--- src/rtl/id_ex_pipe_reg.sv ---
// id_ex_pipe_reg: ID/EX pipeline register with flush (bubble) and stall (hold).
// Optional flush-event counter enabled by macro IDEX_BUBBLE_COUNT_EN. Rev 1.0
`default_nettype none

module id_ex_pipe_reg (
  input  logic        clk,
  input  logic        reset,
  input  logic        FlushE,
  input  logic        StallE,
  input  logic        ValidD,
  input  logic        RegWriteD,
  input  logic        MemtoRegD,
  input  logic        MemWriteD,
  input  logic [2:0]  ALUControlD,
  input  logic        ALUSrcD,
  input  logic        RegDstD,
  input  logic [31:0] RD1D,
  input  logic [31:0] RD2D,
  input  logic [4:0]  RsD,
  input  logic [4:0]  RtD,
  input  logic [4:0]  RdD,
  input  logic [31:0] SignImmD,
  output logic        ValidE,
  output logic        RegWriteE,
  output logic        MemtoRegE,
  output logic        MemWriteE,
  output logic [2:0]  ALUControlE,
  output logic        ALUSrcE,
  output logic        RegDstE,
  output logic [31:0] RD1E,
  output logic [31:0] RD2E,
  output logic [4:0]  RsE,
  output logic [4:0]  RtE,
  output logic [4:0]  RdE,
  output logic [31:0] SignImmE,
  output logic [15:0] BubbleCountE
);

  // A flush zeroes everything, so the bubble writes $0 with RegWrite/MemWrite low.
  always_ff @(posedge clk) begin
    if (reset || FlushE) begin
      ValidE      <= 1'b0;
      RegWriteE   <= 1'b0;
      MemtoRegE   <= 1'b0;
      MemWriteE   <= 1'b0;
      ALUControlE <= 3'b000;
      ALUSrcE     <= 1'b0;
      RegDstE     <= 1'b0;
      RD1E        <= 32'h0000_0000;
      RD2E        <= 32'h0000_0000;
      RsE         <= 5'd0;
      RtE         <= 5'd0;
      RdE         <= 5'd0;
      SignImmE    <= 32'h0000_0000;
    end else if (!StallE) begin
      ValidE      <= ValidD;
      RegWriteE   <= RegWriteD;
      MemtoRegE   <= MemtoRegD;
      MemWriteE   <= MemWriteD;
      ALUControlE <= ALUControlD;
      ALUSrcE     <= ALUSrcD;
      RegDstE     <= RegDstD;
      RD1E        <= RD1D;
      RD2E        <= RD2D;
      RsE         <= RsD;
      RtE         <= RtD;
      RdE         <= RdD;
      SignImmE    <= SignImmD;
    end
  end

`ifdef IDEX_BUBBLE_COUNT_EN
  logic [15:0] bubble_cnt;

  // Saturating count of flush edges; only reset clears it.
  always_ff @(posedge clk) begin
    if (reset) begin
      bubble_cnt <= 16'h0000;
    end else if (FlushE && (bubble_cnt != 16'hFFFF)) begin
      bubble_cnt <= bubble_cnt + 16'd1;
    end
  end

  assign BubbleCountE = bubble_cnt;
`else
  assign BubbleCountE = 16'h0000;
`endif

endmodule

`default_nettype wire

--- config.mk ---
export PLATFORM = sky130hd
export DESIGN_NAME = id_ex_pipe_reg
export DESIGN_NICKNAME = d
export VERILOG_FILES = /design/src/rtl/id_ex_pipe_reg.sv
export SDC_FILE = /design/constraint.sdc
export NUM_CORES = 1
export LEC_CHECK = 0
export CAP_MARGIN = 20
export CORE_UTILIZATION = 39
export CTS_BUF_LIST = sky130_fd_sc_hd__clkbuf_8
export CTS_CLUSTER_DIAMETER = 150
export DETAILED_ROUTE_END_ITERATION = 10
export GPL_ROUTABILITY_DRIVEN = 1
export PLACE_DENSITY = 0.88
export SLEW_MARGIN = 20
export SYNTH_ARGS = -nofsm -noshare
export SYNTH_HDL_FRONTEND = slang
export SYNTH_SLANG_ARGS = --single-unit
--- constraint.sdc ---
create_clock -name clk -period 1.1 [get_ports clk]
set_input_delay 0.22 -clock clk [delete_from_list [all_inputs] [get_ports clk]]
set_output_delay 0.22 -clock clk [all_outputs]
set_load 0.005 [all_outputs]
==> impl_summary.md <==
Synth
The share of async-settable or async-resettable flops after synthesis is 0%. By count the netlist is led by dfxtp_1, mux2i_1, nor2_1, buf_4, buf_12. The mapped netlist covers 0.00450 mm². The Yosys step of the flow raised 0 warnings. In the synthesized netlist the dominant register cell turns out to be dfxtp_1. The netlist uses 10 different library cells. After synthesis, the cell types taking the most area are dfxtp_1, mux2i_1, nor2_1, buf_12, buf_4. The library cell occupying the most area in the post-synthesis netlist is dfxtp_1. In this run the mean area of a mapped cell was 11.1 µm². The proportion of netlist area held by the largest area contributor is around 53%. Counting flops with a built-in enable in the synthesized netlist gives 0.

The share of the Yosys chip area taken by registers is between 50 and 60%. The gate count after technology mapping is 405. The number of synthesized register bits is between 100 and 150.

Placed design
The placed cell area is 0.00686 mm². The quantity of I/O buffers inserted on ports is 243. The global placer's final weighted congestion is 0.721. Including well taps, the total number of placed cells is 767. Once detailed placement completed, the half-perimeter wirelength came to 9020 µm.

STA
The post-route worst setup slack is -15.1 ps. Setup violations remaining at the end of the flow were counted as 6. The upper clock frequency limit is 0.897 GHz. Setup repair after global routing could not meet its margin everywhere. For the finished layout, the period the worst path requires is 1120 ps.

The setup clock skew after layout is 0 ps. The number of slew-limit violations in the final report is 0. The final clock period utilization by the worst path is 101%.

The count of final hold-check violations came to 0. Final hold analysis gives a worst-case slack of between 90 and 100 ps.

Clocking
The CTS buffer count is 17. The tree is rooted in a clkbuf_8. The later pin in the worst-skew pair is clocked with a latency of about 430 ps. The quantity of hold-fixing buffers added after cts is 0. The total clock sinks is 120. TritonCTS built the clock tree. The buffer depth of the longest clock path is 2. The clock tree synthesis step divided the H-tree into 4 levels. The clock input transition at the sequential cells of the worst setup and hold paths is 70 ps.

Outcome
The flow ran to the end, but the final reports show violations. The final reports fail on setup timing.

Critical path
For this run, the slowest stage of the critical path takes about 340 ps. Counting both buffers and inverters, the worst setup path holds a total of 1. The startpoint kind of the worst setup timing path is a register. Data on the critical path is required at its endpoint by 880 ps. The type of destination of the critical path is an output pin.

In this run the worst path has a maximum fanout of 2. The cell depth of the worst setup path is 1. The critical path goes through buf_2. The setup slack of the worst register-to-register path is 130 ps.

At the worst endpoint, the arrival time is 900 ps. The kind of cell adding the most delay to the critical path is flip-flops. Measured in cells, the most critical reg-to-reg path has a length of 4. The critical path is of the reg2out type. The critical-path cell with the highest stage delay is dfxtp_2.

Global route
The number of antenna violations at the first check in global routing is 0. The first global-routing pass estimated 18,900 µm of wire. Entering global routing, the biggest net connects 47 pins. The final global-route overflow total is 0. The overall fraction of global-route tracks in use is 21.3%. The via count of the first global-routing pass is 3,818.

Route
The final route contains 3,785 vias. The detail route stage leaves a number of antenna-violating nets equal to 0. After detailed routing, the number of vias per cell comes to 4.62. The initial detailed-routing violation count is 140. For this run, design rule violations remaining after detail routing come to 0. The number of detailed-routing iterations run before antenna repair is 4. After detailed routing, the total wire length is 12,800 µm. After detailed routing, the average wire length per cell comes to between 15 and 20 µm.

Job
Max-cap violations in this run came to 0.

Layout
Summing all non-filler instances in the final layout gives an area of 0.00746 mm². The layout has 826 filler cells. 0 antenna diodes ended up in the layout. The fraction of layout instances using a drive strength above 1 is a little over two fifths. The number of standard cells in the final layout excluding fillers is 819. The number of nets in the layout is between 700 and 800.

The area growth from synthesis to layout is 65.9%.

Die
The die is 109 µm wide. For this configuration, the core starts out at a cell density of 40.8%. The total area inside the core boundary comes to about 0.011 mm².

The floorplan has 38 rows. The die covers 0.0120 mm². The vertical die dimension is between 100 and 150 µm. The total I/O pin count is 260.

Power and ir drop
The worst vdd rail ir drop is 1300 µV. Power spread over the standard cell area amounts to between 1000 and 1500 mW/mm². For this design the static power due to leakage is around 0.0035 µW.

Hold path
The count of cells along the worst hold path is 3. The worst min-delay path category is in2reg.
layout make-up:
class	instances	area (µm²)	area share [%]
clock buffers	24	330	4.43
multi-input cells	257	1720	23.1
repair buffers	273	2630	35.3
clock inverters	5	46.3	0.621
well taps	140	175	2.35
flip-flops and latches	120	2550	34.2
cell families after synthesis:
| group | after synthesis | synth area share (%) |
|---|---|---|
| other | 1 | 0.0834 |
| muxes | 120 | 26.7 |
| DFF | 120 | 53.4 |
| buffers and inverters | 43 | 9.60 |
| and+or+nand+nor | 121 | 10.2 |
flip-flops by register name, indices dropped and copies added (netlist names), 3 cells and up:
name         flops
RsE              5
RdE              5
ALUControlE      3
RD2E            32
RD1E            32
SignImmE        32
RtE              5
timing repair:
action / in CTS / in global routing
setup endpoints to repair: 120 / 120
resized for setup: 648 / 29
gates cloned: 0 / 0
setup buffers: 16 / 7
through the flow:
step                power [µW]  utilization, %  setup TNS, ps  setup slack (ps)
global placement          5950            62.2         -20990              -190
finish                    9700            67.6          -38.7             -15.1
detailed placement        5990            62.2         -23570              -248
floorplan                 5270               -              0               140
CTS                       9760            65.5          -2910             -51.8
global route             10100            67.6          -3750             -52.7
metal layers:
| metal | vias up | track usage [%] | share of wire (%) |
|---|---|---|---|
| met1 | 1765 | 20.2 | 35 |
| met3 | 30 | 8.48 | 9.2 |
| li1 | 1825 | - | - |
| met2 | 165 | 39.8 | 53 |
| met5 | - | 0 | 0 |
| met4 | 0 | 10.1 | 2.4 |
where the power goes:
part	total (µW)	switching [µW]	internal [µW]
registers	4610	93.0	4520
clock network	3750	1600	2140
logic	1340	475	868
total	9700	2170	7530
final timing paths:
path                  from           end
hold reg to reg   RD2E[26]      RD2E[26]
setup reg to reg  RD1E[10]      RD1E[10]
setup / recovery   RD2E[8]       RD2E[8]
hold / removal      StallE  SignImmE[20]
placed cells by master (no fill, tap or decap):
master and instances:
clkdlybuf4s50_1 122, dfxtp_2 120, mux2i_1 120, nor2_1 120, buf_6 81, buf_2 40, clkbuf_8 24, buf_4 24
conb_1 16, buf_12 6, inv_1 3, or2_4 1, clkinv_2 1, bufinv_16 1
Note: power is estimated with default switching activity, not from simulation.
